===== src/rtl/linia_rle_enc_pkg.sv =====
// Shared definitions for the linia run-length encoder: FSM states, record width helper
// and the default word width shared with the linia_op delay line.
package linia_rle_enc_pkg;

  localparam int LINIA_DATA_W     = 5;
  localparam int LINIA_CNT_W      = 8;
  localparam int LINIA_FIFO_DEPTH = 4;

  typedef enum logic [0:0] {
    ST_IDLE = 1'b0,
    ST_RUN  = 1'b1
  } rle_state_e;

  // A record is {value, run length}, value in the upper bits.
  function automatic int rec_w(input int data_w, input int cnt_w);
    return data_w + cnt_w;
  endfunction

endpackage


===== src/rtl/linia_rle_enc_if.sv =====
// Record output stream of the run-length encoder: show-ahead head record with valid/ready.
// The encoder drives it through the master modport; the consumer uses the slave modport.
interface linia_rle_enc_if #(
  parameter int DATA_W = 5,
  parameter int CNT_W  = 8
) ();

  logic [DATA_W-1:0] out_data;
  logic [CNT_W-1:0]  out_len;
  logic              out_valid;
  logic              out_ready;

  modport master (
    output out_data,
    output out_len,
    output out_valid,
    input  out_ready
  );

  modport slave (
    input  out_data,
    input  out_len,
    input  out_valid,
    output out_ready
  );

endinterface


===== src/rtl/linia_rle_enc_rec_fifo.sv =====
// linia_rec_fifo: synchronous show-ahead FIFO with a registered head word.
// Push and pop in the same cycle are both honoured, also when full; a push into a full FIFO without pop is ignored.
module linia_rec_fifo #(
  parameter int WIDTH = 13,
  parameter int DEPTH = 4
) (
  input  logic             clk,
  input  logic             rst_n,
  input  logic             i_push,
  input  logic [WIDTH-1:0] i_push_data,
  input  logic             i_pop,
  output logic             o_full,
  output logic             o_empty,
  output logic [WIDTH-1:0] o_head
);

  localparam int PTR_W = (DEPTH > 1) ? $clog2(DEPTH) : 1;

  logic [WIDTH-1:0] r_mem [DEPTH];
  logic [PTR_W-1:0] r_wr_ptr;
  logic [PTR_W-1:0] r_rd_ptr;
  logic [PTR_W:0]   r_count;
  logic [WIDTH-1:0] r_head;
  logic             r_head_valid;

  logic             w_pop;
  logic             w_full;
  logic             w_push_ok;
  logic [PTR_W-1:0] w_rd_ptr_next;
  logic [PTR_W:0]   w_count_next;
  logic [WIDTH-1:0] w_head_next;

  assign w_pop     = i_pop && r_head_valid;
  assign w_full    = (r_count == (PTR_W+1)'(DEPTH));
  assign w_push_ok = i_push && (!w_full || w_pop);

  assign w_rd_ptr_next = w_pop ? (r_rd_ptr + PTR_W'(1)) : r_rd_ptr;

  always_comb begin
    w_count_next = r_count;
    if (w_push_ok && !w_pop) begin
      w_count_next = r_count + (PTR_W+1)'(1);
    end else if (!w_push_ok && w_pop) begin
      w_count_next = r_count - (PTR_W+1)'(1);
    end
  end

  // The new head bypasses the array when it is the word being written this cycle.
  always_comb begin
    w_head_next = '0;
    if (w_count_next != '0) begin
      if (w_push_ok && (w_rd_ptr_next == r_wr_ptr)) begin
        w_head_next = i_push_data;
      end else begin
        w_head_next = r_mem[w_rd_ptr_next];
      end
    end
  end

  always_ff @(posedge clk) begin
    if (w_push_ok) begin
      r_mem[r_wr_ptr] <= i_push_data;
    end
  end

  always_ff @(posedge clk) begin
    if (!rst_n) begin
      r_wr_ptr     <= '0;
      r_rd_ptr     <= '0;
      r_count      <= '0;
      r_head       <= '0;
      r_head_valid <= 1'b0;
    end else begin
      if (w_push_ok) begin
        r_wr_ptr <= r_wr_ptr + PTR_W'(1);
      end
      r_rd_ptr     <= w_rd_ptr_next;
      r_count      <= w_count_next;
      r_head       <= w_head_next;
      r_head_valid <= (w_count_next != '0);
    end
  end

  assign o_full  = w_full;
  assign o_empty = !r_head_valid;
  assign o_head  = r_head;

endmodule


===== src/rtl/linia_rle_enc.sv =====
// linia_rle_enc: run-length encodes the delayed word stream into {value, length} records drained by valid/ready.
// Optional LINIA_RLE_DROPCNT_EN adds a saturating drop_cnt output counting records lost to a full FIFO.
module linia_rle_enc
  import linia_rle_enc_pkg::*;
#(
  parameter int DATA_W     = LINIA_DATA_W,
  parameter int CNT_W      = LINIA_CNT_W,
  parameter int FIFO_DEPTH = LINIA_FIFO_DEPTH
) (
  input  logic              clk,
  input  logic              rst_n,
  input  logic [DATA_W-1:0] idata,
  input  logic              ivalid,
  input  logic              flush,
  linia_rle_enc_if.master   rec,
  output logic              overflow
`ifdef LINIA_RLE_DROPCNT_EN
  ,
  output logic [CNT_W-1:0]  drop_cnt
`endif
);

  localparam int              REC_W   = rec_w(DATA_W, CNT_W);
  localparam logic [CNT_W-1:0] LEN_MAX = '1;

  rle_state_e        r_state;
  logic [DATA_W-1:0] r_cur;
  logic [CNT_W-1:0]  r_len;
  logic              r_overflow;

  logic              w_push;
  logic [REC_W-1:0]  w_push_rec;
  logic              w_pop;
  logic              w_fifo_full;
  logic              w_fifo_empty;
  logic              w_drop;
  logic [REC_W-1:0]  w_head;

  // Every push carries the open run; a value change, saturation or flush closes it.
  always_comb begin
    w_push     = 1'b0;
    w_push_rec = {r_cur, r_len};
    if (r_state == ST_RUN) begin
      if (flush) begin
        w_push = 1'b1;
      end else if (ivalid && ((idata != r_cur) || (r_len == LEN_MAX))) begin
        w_push = 1'b1;
      end
    end
  end

  assign w_pop  = !w_fifo_empty && rec.out_ready;
  assign w_drop = w_push && w_fifo_full && !w_pop;

  always_ff @(posedge clk) begin
    if (!rst_n) begin
      r_state    <= ST_IDLE;
      r_cur      <= '0;
      r_len      <= '0;
      r_overflow <= 1'b0;
    end else begin
      if (w_drop) begin
        r_overflow <= 1'b1;
      end
      case (r_state)
        ST_IDLE: begin
          if (ivalid) begin
            r_cur   <= idata;
            r_len   <= CNT_W'(1);
            r_state <= ST_RUN;
          end
        end
        ST_RUN: begin
          if (flush) begin
            if (ivalid) begin
              r_cur <= idata;
              r_len <= CNT_W'(1);
            end else begin
              r_len   <= '0;
              r_state <= ST_IDLE;
            end
          end else if (ivalid) begin
            if ((idata != r_cur) || (r_len == LEN_MAX)) begin
              r_cur <= idata;
              r_len <= CNT_W'(1);
            end else begin
              r_len <= r_len + CNT_W'(1);
            end
          end
        end
        default: begin
          r_state <= ST_IDLE;
        end
      endcase
    end
  end

`ifdef LINIA_RLE_DROPCNT_EN
  logic [CNT_W-1:0] r_drop_cnt;

  always_ff @(posedge clk) begin
    if (!rst_n) begin
      r_drop_cnt <= '0;
    end else if (w_drop && (r_drop_cnt != LEN_MAX)) begin
      r_drop_cnt <= r_drop_cnt + CNT_W'(1);
    end
  end

  assign drop_cnt = r_drop_cnt;
`endif

  linia_rec_fifo #(
    .WIDTH (REC_W),
    .DEPTH (FIFO_DEPTH)
  ) u_fifo (
    .clk         (clk),
    .rst_n       (rst_n),
    .i_push      (w_push),
    .i_push_data (w_push_rec),
    .i_pop       (w_pop),
    .o_full      (w_fifo_full),
    .o_empty     (w_fifo_empty),
    .o_head      (w_head)
  );

  assign rec.out_data  = w_head[REC_W-1 -: DATA_W];
  assign rec.out_len   = w_head[CNT_W-1:0];
  assign rec.out_valid = !w_fifo_empty;
  assign overflow      = r_overflow;

endmodule


===== src/flat_wrapper.sv =====
// flat-port wrapper written by rule: the top's interface ports become plain ports
module linia_rle_enc_flat import linia_rle_enc_pkg::*;
#(
  parameter int DATA_W     = LINIA_DATA_W,
  parameter int CNT_W      = LINIA_CNT_W,
  parameter int FIFO_DEPTH = LINIA_FIFO_DEPTH
)
  (clk, rst_n, idata, ivalid, flush, overflow, rec_out_data, rec_out_len, rec_out_valid, rec_out_ready);
  linia_rle_enc_if #(.DATA_W(DATA_W), .CNT_W(CNT_W)) rec_i ();
  input  logic clk;
  input  logic rst_n;
  input  logic [DATA_W-1:0] idata;
  input  logic ivalid;
  input  logic flush;
  output logic overflow;
  output wire logic [$bits(rec_i.out_data)-1:0] rec_out_data;
  output wire logic [$bits(rec_i.out_len)-1:0] rec_out_len;
  output wire logic [$bits(rec_i.out_valid)-1:0] rec_out_valid;
  input wire logic [$bits(rec_i.out_ready)-1:0] rec_out_ready;
  assign rec_out_data = rec_i.out_data;
  assign rec_out_len = rec_i.out_len;
  assign rec_out_valid = rec_i.out_valid;
  assign rec_i.out_ready = rec_out_ready;
  linia_rle_enc #(.DATA_W(DATA_W), .CNT_W(CNT_W), .FIFO_DEPTH(FIFO_DEPTH)) u_core (.clk(clk), .rst_n(rst_n), .idata(idata), .ivalid(ivalid), .flush(flush), .rec(rec_i), .overflow(overflow));
endmodule

===== config.mk =====
export PLATFORM = sky130hd
export DESIGN_NAME = linia_rle_enc_flat
export DESIGN_NICKNAME = d
export VERILOG_FILES = /design/src/rtl/linia_rle_enc_pkg.sv /design/src/rtl/linia_rle_enc_if.sv /design/src/rtl/linia_rle_enc_rec_fifo.sv /design/src/rtl/linia_rle_enc.sv /design/src/flat_wrapper.sv
export SDC_FILE = /design/constraint.sdc
export NUM_CORES = 1
export LEC_CHECK = 0
export ABC_CLOCK_PERIOD_IN_PS = 2900
export BUFFER_PORTS_ARGS = -buffer_cell sky130_fd_sc_hd__buf_4
export CELL_PAD_IN_SITES_DETAIL_PLACEMENT = 0
export CELL_PAD_IN_SITES_GLOBAL_PLACEMENT = 1
export CORE_ASPECT_RATIO = 1.4
export CORE_MARGIN = 3
export CORE_UTILIZATION = 50
export DETAILED_ROUTE_END_ITERATION = 8
export GPL_TIMING_DRIVEN = 0
export PLACE_DENSITY_LB_ADDON = 0.08
export SETUP_SLACK_MARGIN = 0.5
export SLEW_MARGIN = 15
export SYNTH_ARGS = -nofsm -noshare
export SYNTH_HDL_FRONTEND = slang
export SYNTH_SLANG_ARGS = --single-unit
export TNS_END_PERCENT = 1

===== constraint.sdc =====
create_clock -name clk -period 2.9 [get_ports clk]
set_input_delay 0.58 -clock clk [delete_from_list [all_inputs] [get_ports clk]]
set_output_delay 0.58 -clock clk [all_outputs]
set_load 0.1 [all_outputs]

==> flow_summary.toml, run 1 <==
[run_status]
outcome = "finished, final reports clean"

[clocking]
cts_max_level = 3
cts_buffers = 9
cts_tree = "yes"
insertion_delay_ns = 0.35
cts_root_buf = "clkbuf_8"
cts_sinks = 88
cts_hold_buf = 0
cts_buffer_depth = 2
clkTransAtPathRegs_ns = 0.09

[route]
firstDrtPassIters = 4
detail_route.wl_per_cell_um = 17.6
vias = 2102
ant_nets = 0
drc = 0
wirelength_um = 6920
drt_iter0_drc = 146
viasPerCell = 5.34

[power_and_ir_drop]
power_density_nw_per_um2 = 907
vdd_ir_drop_max_mv = 0.440
leakage_nw = 1.62
finalPower_mw = 3.87

[logic_synthesis]
ys_seq_area_frac = 0.620
ys_ff_latch = 88
synth_top_cell_by_area = "edfxtp_1"
synth_area_leaders = "edfxtp_1 42%, dfxtp_1 20%, mux4_2 7.9%, mux2i_1 4.9%, ha_1 2.7%"
synth_area_um2 = 3680
yosys.area_share.simple = 0.0805
avgSynthCellArea_um2 = 14.5
synth_mux_area_frac = 0.139
synth-edff-count = 52
synthTopCellsByCount = "52 x edfxtp_1, 36 x dfxtp_1, 24 x nor2_1, 18 x mux2i_1"
async_reset_ff_frac = 0
synth_compound_area_frac = 0.0662
yosysWarningCount = 0
synth-xor-area-share = 0.0401
synth_top_family_by_area = "multiplexers"
synth_adder_area_share = 0.0272
synth_top_cell_area_share = 0.424
syn-num-nets = 272
synth_most_common_cell = "edfxtp_1"
synth_cell_type_count = 38
synthFlopType = "edfxtp_1"
syn_inst = 254

[floorplanning]
core-area_um2 = 7070
num_rows = 36
die_w_um = 78.5
io_pins = 25
start_util = 0.521
dieHeight_um = 108
die_area_um2 = 8450

[critical_path]
slowest_delay_ns = 0.45
cpLargestDelayFamily = "compound AO/OA/AOI/OAI gates"
required_ns = 3.18
critPathSlowestCell = "a311o_1"
worstSetupPathDepth = 8
crit_fanout = 10
r2r_setup_slack_ns = 0.65
reg2regPathDepth = 8
crit_chain = "ha_1 -> nand3_1 -> o211a_4 -> a21oi_4 -> o21ai_1 -> a311o_1 -> buf_2 -> a31oi_1"
critPathLaunchType = "flop"
crit_arrival_ns = 2.53
critPathBufInv = 1
endpoint_kind = "flop"
critical_path_class = "reg2reg"

[global_routing]
grtUsageTotal = 0.184
grt_overflow_total = 0
antenna_found_initial = 0
grt_pass1_wl_um = 11300
first_global_vias = 2167
grt_max_degree = 16

[sta]
setup_viol = 0
max_freq_ghz = 0.444
setup_tns_ns = 0
period_minus_slack_ns = 2.25
tightest_slew_ns = 0.604
slew_violations = 0
grt_setup_unrepaired = "no"
max_slew_margin = 0.595
post-route-period-util = 0.777
finalHoldViolCount = 0
fin_skew_ns = 0.00918

[flow_run]
cap_violations = 0

[final_layout]
antenna_cells = 0
drive_above_1_share = 0.288
final_cells = 394
nets = 312
final_core_util = 0.603
area_growth_pct = 15.7

[place]
io_buffers = 24
dp_hpwl_um = 4640
dp.cells = 373
place.gp.congestion = 0.740

[hold_path]
hold_class = "in2reg"
hold-path-cell-count = 3
## logic make-up after synthesis
logic type,Yosys count
flip-flops,88
XOR/XNOR,16
AO/OA/AOI/OAI,32
buffers and inverters,18
multiplexers,33
adder cells (fa/ha/maj),8
AND/OR/NAND/NOR,59
## where the power goes
group,internal [mW],total (mW),switching [mW]
Sequential,1.45,1.52,0.0694
Combinational,0.481,1.48,1.00
Clock,0.430,0.859,0.429
Total,2.36,3.87,1.50
## metal layers
metal | GRT usage | wire (um) | vias to the layer above
met1 | 0.236 | 3120 | 1050
li1 | - | - | 1015
met5 | 0 | 0 | -
met4 | 0.0675 | 98 | 0
met3 | 0.0352 | 189 | 8
met2 | 0.310 | 3500 | 29
## through the flow
step           instance area (um^2)  setup WS (ns)  hold slack, ns
4_1_cts                        4220          0.497           0.468
3_5_place_dp                   3990         0.0932           0.468
6_report                       4260          0.647           0.479
5_1_grt                        4260          0.510           0.472
2_1_floorplan                  3690          0.621           0.498
3_3_place_gp                   3990         0.0954           0.452
## final cells by class
type | instances | area [um^2]
clock inverter | 5 | 63.8
timing repair buffer | 29 | 218
fill | 602 | 2810
multi-input combinational | 148 | 1320
buffer | 9 | 72.6
inverter | 9 | 33.8
clock buffer | 11 | 141
sequential | 88 | 2290
tap | 95 | 119
## final timing paths
kind	end	startpoint
worst min-delay path	u_core.r_cur[2]	idata[2]
worst max-delay path	u_core.u_fifo.o_head[9]	u_core.r_len[1]
worst min register to register	u_core.overflow	u_core.overflow
worst max register to register	u_core.u_fifo.o_head[9]	u_core.r_len[1]
## cells in the final DEF (no fill, tap or decap), types with 3 or more instances in the layout
master,n
dfxtp_2,3
and2_2,5
mux2i_1,18
nand2_1,13
nor2_1,23
dfxtp_1,31
buf_4,30
clkbuf_8,10
xor2_1,7
ha_1,8
clkbuf_1,3
a31oi_1,13
a21oi_1,8
inv_1,9
xnor2_1,7
mux4_2,13
nand3_1,7
edfxtp_1,52
## tightest hold or removal path, delay by kind of cell
kind	cells	cell delay, ns
mux	1	0.06
buf+inv	1	0.09
simple gates	1	0.07
## repair_timing
item	4_1_cts	5_1_grt
pin swaps	1	1
buffers inserted	3	2
endpoints found under the setup margin	8	71
hold endpoints to repair	0	0
resized for setup	2	8
## flip-flops by register name, summed over array words and instances (netlist names)
signal / cells
u_core.u_fifo.r_mem: 52
u_core.u_fifo.o_head: 13
u_core.r_len: 8
u_core.r_cur: 5
u_core.u_fifo.r_count: 3
u_core.u_fifo.r_rd_ptr: 2
u_core.u_fifo.r_wr_ptr: 2
u_core.overflow: 1
u_core.r_state: 1
u_core.u_fifo.r_head_valid: 1
(Power assumes the default switching activity.)
==> run 2, diff against run 1 <==
--- a/config.mk
+++ b/config.mk
@@ -5,13 +5,13 @@
 export SDC_FILE = /design/constraint.sdc
 export NUM_CORES = 1
 export LEC_CHECK = 0
-export ABC_CLOCK_PERIOD_IN_PS = 2900
+export ABC_CLOCK_PERIOD_IN_PS = 1800
 export BUFFER_PORTS_ARGS = -buffer_cell sky130_fd_sc_hd__buf_4
 export CELL_PAD_IN_SITES_DETAIL_PLACEMENT = 0
 export CELL_PAD_IN_SITES_GLOBAL_PLACEMENT = 1
 export CORE_ASPECT_RATIO = 1.4
 export CORE_MARGIN = 3
-export CORE_UTILIZATION = 50
+export CORE_UTILIZATION = 45
 export DETAILED_ROUTE_END_ITERATION = 8
 export GPL_TIMING_DRIVEN = 0
 export PLACE_DENSITY_LB_ADDON = 0.08
==> constraint.sdc (replaced) <==
create_clock -name clk -period 1.8 [get_ports clk]
set_input_delay 0.36 -clock clk [delete_from_list [all_inputs] [get_ports clk]]
set_output_delay 0.36 -clock clk [all_outputs]
set_load 0.1 [all_outputs]
==> run 2 against run 1 <==
  * The flow now finishes with violations (setup timing)
  * Sequential power grew 65%
  * Hold slack lost 0.20 ns
  * Largest power group is now combinational logic
  * Count of clock-buffer cells in the layout grew 2
  * Largest cell class unchanged
  * Power grew 71%
  * Wire length grew 10%
  * Critical endpoint is now u_core.u_fifo.o_head[7]
  * Setup slack lost 1.0 ns
  * Fmax grew 3.9%
  * Register-to-register slack lost 1.0 ns
  * First-iteration DRC count shrank 15%
==> flow_summary.toml, run 2 (same netlist as run 1, synthesis figures left out) <==
[final_layout]
layout_commonest_cell = "edfxtp_1"
nets = 319
drive_above_1_share = 0.382
antenna_cells = 0
top_register = "u_core.u_fifo.r_mem"
area_growth_pct = 26.3
largest_reg_flops = 52
stdcell_area_um2 = 4650
layout_common_cells = "52 x edfxtp_1, 23 x nor2_1, 21 x dfxtp_1, 18 x buf_4, 17 x buf_6"

[place]
placed_area_um2 = 4040
io_buffers = 24
place.gp.congestion = 0.722
dp_hpwl_um = 4800

[route]
firstDrtPassIters = 6
drt_iter0_drc = 124
vias = 2150
viasPerCell = 5.30
drc = 0
detail_route.wl_per_cell_um = 18.8
ant_nets = 0
wirelength_um = 7630

[sta]
finalHoldViolCount = 0
max_slew_margin = 0.601
grt_setup_unrepaired = "yes"
hold_slack_ns = 0.275
max_freq_ghz = 0.461
slew_violations = 0
fin_skew_ns = 0.00886
setup_viol = 75
period_minus_slack_ns = 2.17
tightest_slew_ns = 0.599
setup_tns_ns = -14.85
fin_ws_ns = -0.369
post-route-period-util = 1.20

[critical_path]
rr_startpoint = "u_core.r_cur[3]"
crit_arrival_ns = 2.40
slowest_delay_ns = 0.48
crit_chain = "xor2_4 -> nor4_4 -> a21oi_4 -> mux2_4 -> mux2i_4 -> buf_6 -> a31oi_4"
r2r_setup_slack_ns = -0.37
endpoint_kind = "flop"
critical_path_class = "reg2reg"
cpLargestDelayFamily = "multiplexers"
critPathBufInv = 1
reg2regPathDepth = 7
required_ns = 2.03
r2r-end = "u_core.u_fifo.o_head[7]"
critPathSlowestCell = "nor4_4"
crit_fanout = 5
critPathLaunchType = "flop"

[floorplanning]
num_rows = 38
core-area_um2 = 7850
die_w_um = 82.5
io_pins = 25
die_area_um2 = 9320
dieHeight_um = 113
start_util = 0.470

[global_routing]
grtUsageTotal = 0.184
grt_overflow_total = 0
antenna_found_initial = 0
grt_pass1_wl_um = 12200
first_global_vias = 2234
grt_max_degree = 15

[clocking]
clkTransAtPathRegs_ns = 0.08
cts_root_buf = "clkbuf_8"
cts_hold_buf = 0
cts_buffer_depth = 2
cts_buffers = 9
cts_max_level = 3
insertion_delay_ns = 0.35
cts_sinks = 88
cts_tree = "yes"

[power_and_ir_drop]
power_density_nw_per_um2 = 1420
vdd_ir_drop_max_mv = 0.810
leakage_nw = 1.72
finalPower_mw = 6.62

[hold_path]
min_to = "u_core.r_cur[2]"
hold_class = "in2reg"
min_from = "idata[2]"
hold-path-cell-count = 3

[run_status]
violations = "setup timing"
outcome = "complete, but fails checks"

[flow_run]
cap_violations = 0
[run 2: cell types whose count changed in the layout (fill, tap and decap cells not counted), moves of 5 or more]
cell | previous run | this run
dfxtp_4 | 2 | 8
and2_4 | 0 | 5
dfxtp_1 | 31 | 21
buf_4 | 30 | 18
buf_6 | 2 | 17
and2_2 | 5 | 0
[run 2: routing by layer]
metal	vias up	track usage	wire length, um
li1	1031	-	-
met1	1086	0.232	3210
met2	24	0.313	4130
met3	9	0.0334	187
met4	0	0.0632	101
met5	-	0	0
[run 2: worst max path at each step]
stage,startpoint,end,slack (ns),cells past startpoint
floorplan,u_core.r_len[1],u_core.u_fifo.o_head[4],-0.18,9
global placement,idata[3],u_core.u_fifo.o_head[0],-0.64,8
detailed placement,idata[3],u_core.u_fifo.o_head[0],-0.67,8
CTS,u_core.r_cur[3],u_core.u_fifo.o_head[7],-0.34,7
global route,u_core.r_cur[3],u_core.u_fifo.o_head[7],-0.43,7
finish,u_core.r_cur[3],u_core.u_fifo.o_head[7],-0.37,7
[run 2: repair_timing]
action	in CTS	in global routing
gates cloned	1	0
resized for setup	62	22
buffers inserted	9	2
pin swaps	24	12
setup endpoints to repair	102	92
[run 2: area by class of cell]
class                   count  area, um^2
well taps                 100         125
inverters                   9        33.8
flip-flops and latches     88        2320
clock buffers              13         139
multi-input cells         148        1490
fillers                   621        3190
clock inverters             3        43.8
repair buffers             36         372
plain buffers               9         128
[run 2: metrics by stage]
stage	setup WS, ns	cells	utilization
3_3_place_gp	-0.642	378	0.515
2_1_floorplan	-0.184	254	-
3_5_place_dp	-0.665	378	0.515
4_1_cts	-0.336	404	0.577
6_report	-0.369	406	0.593
5_1_grt	-0.433	406	0.593
[run 2: report_power, final]
group	total, mW	leakage, nW	internal (mW)	switching, mW
logic	2.82	0.804	1.09	1.74
registers	2.51	0.826	2.34	0.166
clock network	1.29	0.0916	0.645	0.643
[run 2: worst min-delay path, stage by stage]
cell and delay, ns:
buf_4 0.10, mux2i_1 0.06, nor2_1 0.07
==> run 3, diff against run 2 <==
--- a/config.mk
+++ b/config.mk
@@ -9,12 +9,12 @@
 export BUFFER_PORTS_ARGS = -buffer_cell sky130_fd_sc_hd__buf_4
 export CELL_PAD_IN_SITES_DETAIL_PLACEMENT = 0
 export CELL_PAD_IN_SITES_GLOBAL_PLACEMENT = 1
-export CORE_ASPECT_RATIO = 1.4
 export CORE_MARGIN = 3
 export CORE_UTILIZATION = 45
+export CTS_BUF_LIST = sky130_fd_sc_hd__clkbuf_4 sky130_fd_sc_hd__clkbuf_8 sky130_fd_sc_hd__clkbuf_16
 export DETAILED_ROUTE_END_ITERATION = 8
 export GPL_TIMING_DRIVEN = 0
-export PLACE_DENSITY_LB_ADDON = 0.08
+export PLACE_DENSITY_LB_ADDON = 0.1
 export SETUP_SLACK_MARGIN = 0.5
 export SLEW_MARGIN = 15
 export SYNTH_ARGS = -nofsm -noshare
==> run 3 against run 2 <==
  * The run still ends with setup timing left
  * Clock power grew 13%
  * Critical path depth stayed put
  * First-iteration DRC count shrank 27%
  * Register-to-register slack better by 0.09 ns
  * Via count fell by 0.56%
  * Fmax increased by 4.1%
  * Global-route usage decreased by 1.4 points
  * Flip-flop and latch count unchanged
  * Critical path type unchanged
==> flow_summary.toml, run 3 (same netlist as run 1, synthesis figures left out) <==
[run_status]
outcome = "complete, but fails checks"
violations = "setup timing"

[clocking]
cts_tree = "yes"
cts_root_buf = "clkbuf_8"
cts_hold_buf = 0
clkTransAtPathRegs_ns = 0.09
insertion_delay_ns = 0.35
cts_sinks = 88
cts_max_level = 3
cts_buffers = 9
cts_buffer_depth = 2

[critical_path]
critPathLaunchType = "flop"
crit_fanout = 10
crit_arrival_ns = 2.35
endpoint_kind = "flop"
required_ns = 2.07
critical_path_class = "reg2reg"

[final_layout]
seq_area_um2 = 2330
antenna_cells = 0
top_register = "u_core.u_fifo.r_mem"
layout_commonest_cell = "edfxtp_1"
drive_above_1_share = 0.402
largest_reg_flops = 52
stdcell_area_um2 = 4750
multiInputGateArea_um2 = 1460
layout_common_cells = "52 x edfxtp_1, 25 x buf_4, 23 x nor2_1, 20 x dfxtp_1, 14 x mux2i_1"
nets = 324
fillers = 629
final_core_util = 0.606
area_growth_pct = 29.0

[sta]
max_slew_margin = 0.679
finalHoldViolCount = 0
grt_setup_unrepaired = "yes"
fin_skew_ns = 0.00918
setup_viol = 74
slew_violations = 0
post-route-period-util = 1.16
period_minus_slack_ns = 2.08
tightest_slew_ns = 0.478
fin_ws_ns = -0.283
max_freq_ghz = 0.480

[route]
firstDrtPassIters = 4
viasPerCell = 5.18
drc = 0
wirelength_um = 7430
detail_route.wl_per_cell_um = 18.0
drt_iter0_drc = 91
ant_nets = 0
vias = 2138

[power_and_ir_drop]
vdd_ir_drop_max_mv = 0.619
leakage_nw = 1.79
power_density_nw_per_um2 = 1460

[floorplanning]
start_util = 0.469
num_rows = 32
die_area_um2 = 9310
io_pins = 25
die_w_um = 96.5
dieHeight_um = 96.5
core-area_um2 = 7850

[place]
place.gp.congestion = 0.744
dp_hpwl_um = 4640
placed_area_um2 = 4050
io_buffers = 24

[global_routing]
grt_pass1_wl_um = 11200
antenna_found_initial = 0
grt_overflow_total = 0
first_global_vias = 2122
grtUsageTotal = 0.170
grt_max_degree = 15

[flow_run]
cap_violations = 0

[hold_path]
hold_class = "in2reg"
-- run 3: where the power goes --
group	switching [mW]	internal, mW
logic	1.73	1.20
clock network	0.665	0.791
registers	0.198	2.35
total	2.59	4.34
-- run 3: worst max-delay path, stage by stage (launching register included) --
cell	delay [ns]
dfxtp_4	0.35
xor2_1	0.18
nor4_4	0.48
and2_4	0.23
a21oi_1	0.06
a311o_2	0.36
buf_6	0.17
a31oi_1	0.19
-- run 3: layout make-up --
type,count,area share
flip-flops and latches,88,0.490
clock inverters,2,0.00816
multi-input cells,148,0.306
clock buffers,14,0.0379
inverters,9,0.00711
repair buffers,41,0.0982
well taps,102,0.0269
plain buffers,9,0.0255
-- run 3: what timing repair did --
item                       4_1_cts  5_1_grt
hold endpoints to repair         0        0
gates cloned                     0        1
resized for setup               54       35
pin swaps                       16       14
setup buffers                    7        9
setup endpoints to repair      102       98
-- run 3: per-layer routing --
metal | GRT usage | up-vias | part of all wire
li1 | - | 1050 | -
met1 | 0.238 | 1040 | 0.48
met2 | 0.263 | 37 | 0.48
met3 | 0.0333 | 11 | 0.025
met4 | 0.0666 | 0 | 0.012
met5 | 0 | - | 0
-- run 3: through the flow --
| stage | TNS [ns] | power [mW] | std cells | setup WS, ns | hold WS (ns) |
|---|---|---|---|---|---|
| after floorplan | -4.32 | 4.43 | 254 | -0.184 | 0.477 |
| after global placement | -32.55 | 4.93 | 380 | -0.593 | 0.455 |
| after detailed placement | -33.92 | 4.94 | 380 | -0.574 | 0.462 |
| after CTS | -15.57 | 6.67 | 403 | -0.306 | 0.247 |
| after global routing | -18.44 | 7.22 | 413 | -0.367 | 0.272 |
| final | -11.95 | 6.93 | 413 | -0.283 | 0.264 |
-- run 3: worst paths after layout --
| path | from | endpoint | slack, ns | depth (start not counted) |
|---|---|---|---|---|
| worst max register to register | u_core.r_cur[3] | u_core.u_fifo.o_head[10] | -0.28 | 7 |
| worst max-delay path | u_core.r_cur[3] | u_core.u_fifo.o_head[10] | -0.28 | 7 |
| worst min-delay path | idata[4] | u_core.r_cur[4] | 0.26 | 3 |
| worst min register to register | u_core.r_cur[0] | u_core.u_fifo.r_mem[1][8] | 0.47 | 0 |
